==> config.mk <==
export PLATFORM = sky130hd
export DESIGN_NAME = dvi_timing_ctrl
export DESIGN_NICKNAME = d
export VERILOG_FILES = /design/src/rtl/dvi_timing_pkg.sv /design/src/rtl/dvi_axis_counter.sv /design/src/rtl/dvi_timing_ctrl.sv
export SDC_FILE = /design/constraint.sdc
export NUM_CORES = 1
export LEC_CHECK = 0
export ABC_AREA = 1
export BUFFER_PORTS_ARGS = -buffer_cell sky130_fd_sc_hd__buf_2
export CAP_MARGIN = 20
export CORE_AREA = 2 2 107 109
export DETAILED_ROUTE_END_ITERATION = 10
export DIE_AREA = 0 0 109 111
export GPL_TIMING_DRIVEN = 0
export SYNTH_ARGS = -nofsm -noshare
export SYNTH_HDL_FRONTEND = slang
export SYNTH_SLANG_ARGS = --single-unit
==> constraint.sdc <==
create_clock -name i_clk -period 3.5 [get_ports i_clk]
set_input_delay 0.175 -clock i_clk [delete_from_list [all_inputs] [get_ports i_clk]]
set_output_delay 0.175 -clock i_clk [all_outputs]
set_load 0.05 [all_outputs]
==> src/rtl/dvi_timing_pkg.sv <==
// Shared types and default 640x480@60 timing for the DVI timing controller.
// Region decode helper is used by each axis counter.
package dvi_timing_pkg;

  typedef enum logic {
    ST_IDLE,
    ST_RUN
  } state_e;

  typedef enum logic [1:0] {
    RG_ACTIVE,
    RG_FP,
    RG_SYNC,
    RG_BP
  } region_e;

  localparam int DEF_H_ACTIVE = 640;
  localparam int DEF_H_FP     = 16;
  localparam int DEF_H_SYNC   = 96;
  localparam int DEF_H_BP     = 48;
  localparam int DEF_V_ACTIVE = 480;
  localparam int DEF_V_FP     = 10;
  localparam int DEF_V_SYNC   = 2;
  localparam int DEF_V_BP     = 33;
  localparam int DEF_CW       = 12;

  function automatic region_e axis_region(
    input int cnt,
    input int act,
    input int fp,
    input int sync
  );
    region_e rg;
    if (cnt < act) begin
      rg = RG_ACTIVE;
    end else if (cnt < act + fp) begin
      rg = RG_FP;
    end else if (cnt < act + fp + sync) begin
      rg = RG_SYNC;
    end else begin
      rg = RG_BP;
    end
    return rg;
  endfunction

endpackage

==> src/rtl/dvi_axis_counter.sv <==
// One timing axis: position counter with wrap and region decode
// of the value it will hold after the coming clock edge.
module dvi_axis_counter
  import dvi_timing_pkg::*;
#(
  parameter int CW     = DEF_CW,
  parameter int ACTIVE = DEF_H_ACTIVE,
  parameter int FP     = DEF_H_FP,
  parameter int SYNC   = DEF_H_SYNC,
  parameter int BP     = DEF_H_BP
) (
  input  logic          i_clk,
  input  logic          i_rst_n,
  input  logic          i_clr,
  input  logic          i_adv,
  output logic [CW-1:0] o_cnt,
  output logic [CW-1:0] o_cnt_next,
  output logic          o_last,
  output logic          o_next_active,
  output logic          o_next_sync
);

  localparam int TOTAL = ACTIVE + FP + SYNC + BP;
  localparam logic [CW-1:0] LAST = CW'(TOTAL - 1);

  logic [CW-1:0] cnt_q;
  logic [CW-1:0] cnt_d;
  region_e       rg_next;

  always_comb begin
    cnt_d = cnt_q;
    if (i_clr) begin
      cnt_d = '0;
    end else if (i_adv) begin
      cnt_d = o_last ? '0 : cnt_q + CW'(1);
    end
  end

  always_comb begin
    rg_next = axis_region(int'(cnt_d), ACTIVE, FP, SYNC);
  end

  always_ff @(posedge i_clk or negedge i_rst_n) begin
    if (!i_rst_n) begin
      cnt_q <= '0;
    end else begin
      cnt_q <= cnt_d;
    end
  end

  assign o_cnt         = cnt_q;
  assign o_cnt_next    = cnt_d;
  assign o_last        = (cnt_q == LAST);
  assign o_next_active = (rg_next == RG_ACTIVE);
  assign o_next_sync   = (rg_next == RG_SYNC);

endmodule

==> src/rtl/dvi_timing_ctrl.sv <==
// Display timing controller: counters, DE/sync and pixel-pair fetch
// for the six TMDS encoders; starts and stops only on frame boundaries.
module dvi_timing_ctrl
  import dvi_timing_pkg::*;
#(
  parameter int   H_ACTIVE = DEF_H_ACTIVE,
  parameter int   H_FP     = DEF_H_FP,
  parameter int   H_SYNC   = DEF_H_SYNC,
  parameter int   H_BP     = DEF_H_BP,
  parameter int   V_ACTIVE = DEF_V_ACTIVE,
  parameter int   V_FP     = DEF_V_FP,
  parameter int   V_SYNC   = DEF_V_SYNC,
  parameter int   V_BP     = DEF_V_BP,
  parameter logic H_POL    = 1'b0,
  parameter logic V_POL    = 1'b0,
  parameter int   CW       = DEF_CW
) (
  input  logic          i_clk,
  input  logic          i_rst_n,
  input  logic          i_enable,
  input  logic [47:0]   i_pix_data,
  input  logic          i_pix_valid,
  input  logic          i_clr_underflow,
  output logic          o_pix_req,
  output logic          o_de,
  output logic          o_hsync,
  output logic          o_vsync,
  output logic [1:0]    o_ctrl_ch0,
  output logic [47:0]   o_data,
  output logic [CW-1:0] o_hcnt,
  output logic [CW-1:0] o_vcnt,
  output logic          o_line_start,
  output logic          o_frame_start,
  output logic          o_underflow,
  output logic          o_running
);

  state_e state_q, state_d;
  logic   run;
  logic   run_nx;

  logic          h_last, v_last;
  logic          h_nact, v_nact;
  logic          h_nsync, v_nsync;
  logic [CW-1:0] h_next, v_next;

  logic        de_q, de_d;
  logic        hs_q, hs_d;
  logic        vs_q, vs_d;
  logic        ls_q, ls_d;
  logic        fs_q, fs_d;
  logic        uf_q, uf_d;
  logic [47:0] data_q, data_d;

  assign run = (state_q == ST_RUN);

  dvi_axis_counter #(
    .CW(CW), .ACTIVE(H_ACTIVE), .FP(H_FP),
    .SYNC(H_SYNC), .BP(H_BP)
  ) u_h (
    .i_clk        (i_clk),
    .i_rst_n      (i_rst_n),
    .i_clr        (!run),
    .i_adv        (run),
    .o_cnt        (o_hcnt),
    .o_cnt_next   (h_next),
    .o_last       (h_last),
    .o_next_active(h_nact),
    .o_next_sync  (h_nsync)
  );

  dvi_axis_counter #(
    .CW(CW), .ACTIVE(V_ACTIVE), .FP(V_FP),
    .SYNC(V_SYNC), .BP(V_BP)
  ) u_v (
    .i_clk        (i_clk),
    .i_rst_n      (i_rst_n),
    .i_clr        (!run),
    .i_adv        (run && h_last),
    .o_cnt        (o_vcnt),
    .o_cnt_next   (v_next),
    .o_last       (v_last),
    .o_next_active(v_nact),
    .o_next_sync  (v_nsync)
  );

  always_comb begin
    state_d = state_q;
    case (state_q)
      ST_IDLE: if (i_enable) state_d = ST_RUN;
      ST_RUN: begin
        if (h_last && v_last && !i_enable) begin
          state_d = ST_IDLE;
        end
      end
    endcase
  end

  // Every registered output is derived from the position after the edge.
  always_comb begin
    run_nx = (state_d == ST_RUN);
    de_d   = run_nx && h_nact && v_nact;
    hs_d   = h_nsync ? H_POL : ~H_POL;
    vs_d   = v_nsync ? V_POL : ~V_POL;
    ls_d   = run_nx && (h_next == '0);
    fs_d   = ls_d && (v_next == '0);
    data_d = (de_d && i_pix_valid) ? i_pix_data : '0;
    uf_d   = uf_q;
    if (i_clr_underflow) uf_d = 1'b0;
    if (de_d && !i_pix_valid) uf_d = 1'b1;
  end

  assign o_pix_req = de_d;

  always_ff @(posedge i_clk or negedge i_rst_n) begin
    if (!i_rst_n) begin
      state_q <= ST_IDLE;
      de_q    <= 1'b0;
      hs_q    <= ~H_POL;
      vs_q    <= ~V_POL;
      ls_q    <= 1'b0;
      fs_q    <= 1'b0;
      uf_q    <= 1'b0;
      data_q  <= '0;
    end else begin
      state_q <= state_d;
      de_q    <= de_d;
      hs_q    <= hs_d;
      vs_q    <= vs_d;
      ls_q    <= ls_d;
      fs_q    <= fs_d;
      uf_q    <= uf_d;
      data_q  <= data_d;
    end
  end

  assign o_de          = de_q;
  assign o_hsync       = hs_q;
  assign o_vsync       = vs_q;
  assign o_ctrl_ch0    = {vs_q, hs_q};
  assign o_data        = data_q;
  assign o_line_start  = ls_q;
  assign o_frame_start = fs_q;
  assign o_underflow   = uf_q;
  assign o_running     = run;

endmodule

==> results of run 1 <==
state kept, by name (all words and copies together) (netlist names):
register,count
o_data,48
o_de,1
o_frame_start,1
o_hsync,1
o_line_start,1
o_running,1
o_underflow,1
o_vsync,1
u_h.o_cnt,12
u_v.o_cnt,12
cells in the mapped netlist:
master	n	share of area (%)
inv_1	93	9.3
dfrtp_1	77	51
nor2_1	68	6.8
nand2_1	67	6.7
nand3_1	28	3.7
nor2_4	24	7.2
nand4_1	8	1.3
nand2_2	6	1.0
nor2_2	5	0.84
xor2_1	5	1.2
nor3_1	4	0.53
o21bai_1	4	0.80
buf_2	3	0.40
ha_1	3	1.0
inv_2	3	0.30
o21ai_2	3	0.70
and3_1	2	0.33
buf_4	2	0.40
buf_8	2	0.80
dfstp_2	2	1.4
nand3_2	2	0.53
o21ai_0	2	0.27
a211oi_1	1	0.20
a22oi_1	1	0.20
a41oi_1	1	0.23
buf_6	1	0.30
nand3_4	1	0.47
nand3b_1	1	0.20
nand4_2	1	0.33
nor2_8	1	0.53
o211ai_1	1	0.20
xnor2_1	1	0.23
routing by layer:
layer | share of wire (%) | vias up | GRT usage, %
met4 | 2.1 | 0 | 5.98
met3 | 8.7 | 15 | 6.76
met5 | 0 | - | 0
met1 | 41 | 1414 | 18.5
met2 | 48 | 106 | 25.6
li1 | - | 1554 | -
critical path, delay by kind of cell (launching register included):
kind	cells	cell delay, ps
AND/OR/NAND/NOR	8	1220
adder cells (fa/ha/maj)	1	260
flip-flops	1	450
buffers and inverters	2	310
layout make-up:
class / instances / area (um2) / share of cell area (%)
Inverter: 96 / 360 / 7.28
Sequential cell: 79 / 1980 / 40.0
Clock inverter: 5 / 83.8 / 1.69
Multi-Input combinational cell: 240 / 1330 / 27.0
Tap cell: 143 / 179 / 3.62
Clock buffer: 10 / 229 / 4.63
Buffer: 8 / 71.3 / 1.44
Timing Repair Buffer: 136 / 711 / 14.4
final timing paths:
path	to	slack, ps	cells past startpoint
hold / removal	o_data[11]	40	3
max in group asynchronous	o_vsync	2630	3
hold reg to reg	o_underflow	480	2
setup / recovery	o_pix_req	750	11
min in group asynchronous	o_data[4]	240	2
setup reg to reg	o_data[42]	1000	13
kinds of logic after synthesis:
kind of cell             after synthesis  share of synthesized area [%]
AND/OR/NAND/NOR                      218                           30.6
AO/OA/AOI/OAI                         13                           2.61
XOR/XNOR                               6                           1.40
buffers and inverters                104                           11.5
adder cells (fa/ha/maj)                3                           1.00
flip-flops                            79                           52.9
cells in the final DEF (no fill, tap or decap), drive strengths merged, types with 2 or more instances in the layout:
master    count
nand3        31
buf         143
nor2         98
clkbuf       10
dfrtp        77
xor2          5
o21bai        4
inv          96
and3          2
clkinvlp      2
nor3          4
nand2        73
o21ai         5
ha            3
bufinv        2
dfstp         2
nand4         9
through the flow:
step	power, uW	worst slack, ps	util (%)	instances
floorplan	1130	918	-	423
global placement	1210	946	41.5	700
detailed placement	1220	944	41.7	701
CTS	2210	687	44.7	717
global route	2260	555	44.7	717
finish	2180	746	44.7	717
power breakdown:
| part | switching [uW] | total, uW | internal (uW) | leakage, uW |
|---|---|---|---|---|
| registers | 7.35 | 950 | 942 | 0.00102 |
| logic | 182 | 249 | 67.3 | 0.00167 |
| clock network | 355 | 977 | 621 | 0.000145 |
==> run metrics, run 1 <==
Ys Warns=0; Final nets=626; post-route ant nets=0; crit-path max cell delay=450 ps; Die Wd=109 um; Leakage=0.00283 uW; WL per Instance=12.4 um; Netlist cell types=32; vias per cell=4.31; die area=12100 um2; # fillers=1072; H-tree levels=3; Setup Crit Path Kind=reg2out; total gr overflow=0; final setup fails=0; Max Buffers Root-to-Sink=2; CP most frequent cell=nand2_2; unrepaired setup endpoints after global routing=false; # diodes=0; fin crit period=2750 ps; Initial Util=approximately a third; Worst-path clk slew=60 ps; root buffer cell=clkbuf_16; PortBufs=134; Clock Skews=7.49 ps; max-slew violation count=0; fmax=363 MHz; # rows=39; All-Layer GR Usage=15.8%; measured slew at the worst slew-check pin=334 ps; mean post-synth cell area=8.85 um2; Final Hold Viols=0; Worst slew margin=77.7%; DP Wirelength=6950 um; I/O pin cnt=135; DRC Markers=0; Routed WL=8870 um; ratio of cells with drive above 1 in the final layout=approximately 36%; first drt pass iteration count=4; Startpoint Class=flip-flop; initial drt markers=116; Reg2Reg Launch Point=u_h.o_cnt[0]; Hold Path Class=in2reg; Final Cycle Share=around 79%; Synthesized Nets=479; Mapped Area=3740 um2; Synth Register Bits=79; Min Hold Slack=43.6 ps; gpl congestion=~0.86; Clock Latency Late Sink=330 ps; vias in the first global route=3198; Arrival @ worst endpoint=2580 ps; Fin Setup TNS=0 ps; cell area after layout=4950 um2; Gates resized, CTS repair=0; slowest stage cell on the critical path=dfrtp_1; # hold bufs at CTS=1; core area=11100 um2; Gate Count Post-Synth=423; max_cap viols=0; launch point of the worst hold path=i_pix_data[11]; post-synthesis sequential area ratio=52.9%; Power Dens Cells=440 nW/um2; CP startpoint=u_h.o_cnt[0]; CP Cell Sequence=ha_1 > nand2_2 > nor2_8 > nand2_2 > nor2_4 > nor2_2 > nand3_1 > inv_2 > nand4_1 > and3_1 > buf_2; element type at the critical path end=output pin; Area Overhead vs Synth=32.1%; Max IR drop VDD=approximately 310 uV; first-pass GRT wire length=14800 um; largest fanout on the critical path=7; initial antenna violation count=0; routed vias=~3100; Num CTS Buffers=9; status=completed; largest net degree at the start of global routing=between 60 and 70; setup repair bufs after CTS=0; Die Ht=around 110 um; dpl cell area=4620 um2; Data required, critical path=around 3300 ps; CTS tree=yes; clock sinks=79
No activity file was read; power rests on OpenSTA's default activity.
==> inputs of run 2 (changes only) <==
--- a/config.mk
+++ b/config.mk
@@ -5,12 +5,12 @@
 export SDC_FILE = /design/constraint.sdc
 export NUM_CORES = 1
 export LEC_CHECK = 0
-export ABC_AREA = 1
+export ABC_AREA = 0
 export BUFFER_PORTS_ARGS = -buffer_cell sky130_fd_sc_hd__buf_2
 export CAP_MARGIN = 20
-export CORE_AREA = 2 2 107 109
+export CORE_AREA = 2 2 105 107
 export DETAILED_ROUTE_END_ITERATION = 10
-export DIE_AREA = 0 0 109 111
+export DIE_AREA = 0 0 107 109
 export GPL_TIMING_DRIVEN = 0
 export SYNTH_ARGS = -nofsm -noshare
 export SYNTH_HDL_FRONTEND = slang
==> constraint.sdc (replaced) <==
create_clock -name i_clk -period 2.9 [get_ports i_clk]
set_input_delay 0.145 -clock i_clk [delete_from_list [all_inputs] [get_ports i_clk]]
set_output_delay 0.145 -clock i_clk [all_outputs]
set_load 0.05 [all_outputs]
==> run 2 against run 1 <==
Against the previous run: global-route usage is 3.0 points higher; first-iteration DRC count is 21% higher; critical path type unchanged; sequential share of layout area shrank 2.8 points; register-to-register slack worse by 860 ps; synthesized cell count fell by 11%; total power is 3.4% higher.
==> run metrics, run 2 <==
ratio of cells with drive above 1 in the final layout=38.4%; routed vias=3602; # rows=38; max_cap viols=0; Fin Setup TNS=0 ps; Mapped Area=3640 um2; top cells by area, synth=dfrtp_1, nor3_1, nand2_1; commonest non-fill, non-tap cell in the layout=buf_2; R2R cell count=11; mean post-synth cell area=9.65 um2; post-route ant nets=0; R2R Path End=o_data[19]; Startpoint Class=flip-flop; Hold Path Class=in2reg; DP Cell Count=651; core area=approximately 11000 um2; Final Non-Filler Cells=approximately 720; # fillers=1003; Min Hold Slack=27.6 ps; Worst-path clk slew=80 ps; # diodes=0; Netlist cell types=53; Clock Latency Late Sink=~340 ps; fin crit period=about 2900 ps; Hold Crit Depth=3; status=completed; Worst slew margin=57.3%; Power Dens Cells=420 nW/um2; largest net degree at the start of global routing=54; element type at the critical path end=output pin; final setup fails=0; post-synthesis sequential area ratio=between 50% and 60%; Setup Crit Path Kind=reg2out; DRC Markers=0; total gr overflow=0; most frequent cells in the layout=buf_2, dfrtp_1, nand2_1; max reg flops=48; Design Power=2250 uW; first-pass GRT wire length=17100 um; Post-synth EDFFs=0; WL per Instance=15.1 um; Reg2Reg Launch Point=u_h.o_cnt[1]; launch point of the worst hold path=i_pix_data[20]; post-synth top area cell=dfrtp_1; WHS Endpoint=o_data[20]; top cells by count, synth=dfrtp_1, nand2_1, nor3_1; initial antenna violation count=0; CTS tree=yes; Primary FF master, synth=dfrtp_1; die area=between 10000 and 15000 um2; unrepaired setup endpoints after global routing=true; Gate Count Post-Synth=around 380; max-slew violation count=0; vias per cell=5.04; Final nets=~630; Max Buffers Root-to-Sink=2; DP Wirelength=7370 um; vias in the first global route=3468; PortBufs=about 130; Die Wd=107 um; first drt pass iteration count=5; Routed WL=about 11000 um; Final Cycle Share=98.4%; most common cell in the netlist=dfrtp_1; Max IR drop VDD=220 uV; fmax=between 300 and 400 MHz; Final WS setup=~46 ps; Synthesized Nets=433; H-tree levels=3; top-area cell type share of the netlist area=a little over half; DP Worst Slack=-576 ps; Area Overhead vs Synth=47.0%; Post-synth ARST share=100%; clock sinks=approximately 80; Num CTS Buffers=9; Synth Register Bits=between 70 and 80; Clock Skews=roughly 7.4 ps; gpl congestion=between 0.8 and 0.9; I/O pin cnt=135; Leakage=0.00272 uW; FF-to-FF setup slack=140 ps; Ys Warns=0; Arrival @ worst endpoint=2710 ps; Data required, critical path=2760 ps; Initial Util=34.3%; All-Layer GR Usage=18.9%; initial drt markers=140; measured slew at the worst slew-check pin=640 ps; Final Hold Viols=0; largest fanout on the critical path=7; Die Ht=roughly 110 um; root buffer cell=clkbuf_8
## run 2: worst max-delay path by stage
stage | from | endpoint | slack [ps]
final | u_h.o_cnt[1] | o_pix_req | 50
after detailed placement | u_v.o_cnt[0] | o_pix_req | -580
after floorplan | u_h.o_cnt[1] | o_pix_req | 10
after global routing | u_v.o_cnt[1] | o_pix_req | -150
after CTS | u_h.o_cnt[7] | o_pix_req | 1
after global placement | u_v.o_cnt[0] | o_pix_req | -590
## run 2: worst max-delay path, stage by stage, from the launching register on
cell	delay [ps]
dfrtp_2	410
ha_4	200
nand4_4	190
o31ai_1	490
or2_2	200
a22o_1	180
o211ai_1	110
buf_4	170
clkbuf_16	150
nor2_4	100
buf_8	150
## run 2: where the power goes
part | total, uW | leakage [uW] | switching [uW] | internal (uW)
combinational | 300 | 0.00161 | 208 | 91.4
clock | 805 | 0.0000964 | 385 | 420
sequential | 1150 | 0.00100 | 9.98 | 1140
total | 2250 | 0.00272 | 603 | 1650
## run 2: cell type report
cell class | instances | area [um2] | area share [%]
Tap cell | 140 | 175 | 3.27
Clock inverter | 4 | 47.5 | 0.889
Multi-Input combinational cell | 260 | 1640 | 30.7
Buffer | 25 | 158 | 2.95
Timing Repair Buffer | 185 | 1150 | 21.6
Clock buffer | 12 | 145 | 2.71
Inverter | 10 | 37.5 | 0.702
Sequential cell | 79 | 1990 | 37.2
## run 2: per-layer routing
metal / track usage [%] / part of all wire (%) / wire length (um) / vias up
met5: 0 / 0 / 0 / -
met4: 5.57 / 1.6 / 168 / 0
met3: 6.69 / 9.1 / 987 / 15
met2: 30.7 / 49 / 5250 / 180
met1: 23.8 / 41 / 4400 / 1696
li1: - / - / - / 1711
## run 2: stage by stage
stage                     util [%]  cell area, um2
after floorplan                  -            3650
after global placement        42.4            4490
after detailed placement      42.7            4520
after CTS                     48.6            5160
after global routing          50.5            5350
final                         50.5            5350
## run 2: cell families (layout without fill, tap and decap cells)
family / count (synthesis) / count (layout) / share of synthesized area, %
AND/OR/NAND/NOR: 199 / 200 / 27.4
flip-flops: 79 / 79 / 54.4
AO/OA/AOI/OAI: 41 / 41 / 8.25
buffers and inverters: 39 / 236 / 4.95
XOR/XNOR: 13 / 13 / 3.13
adder cells (fa/ha/maj): 3 / 3 / 1.03
multiplexers: 3 / 3 / 0.825
## run 2: timing repair
item                                   CTS  global route
endpoints found under the hold margin   43             7
pin swaps                                8             9
setup endpoints to repair               52            35
hold buffers                            19             7
buffers inserted                        13            12
gates cloned                             0             1
resized for setup                       33            18
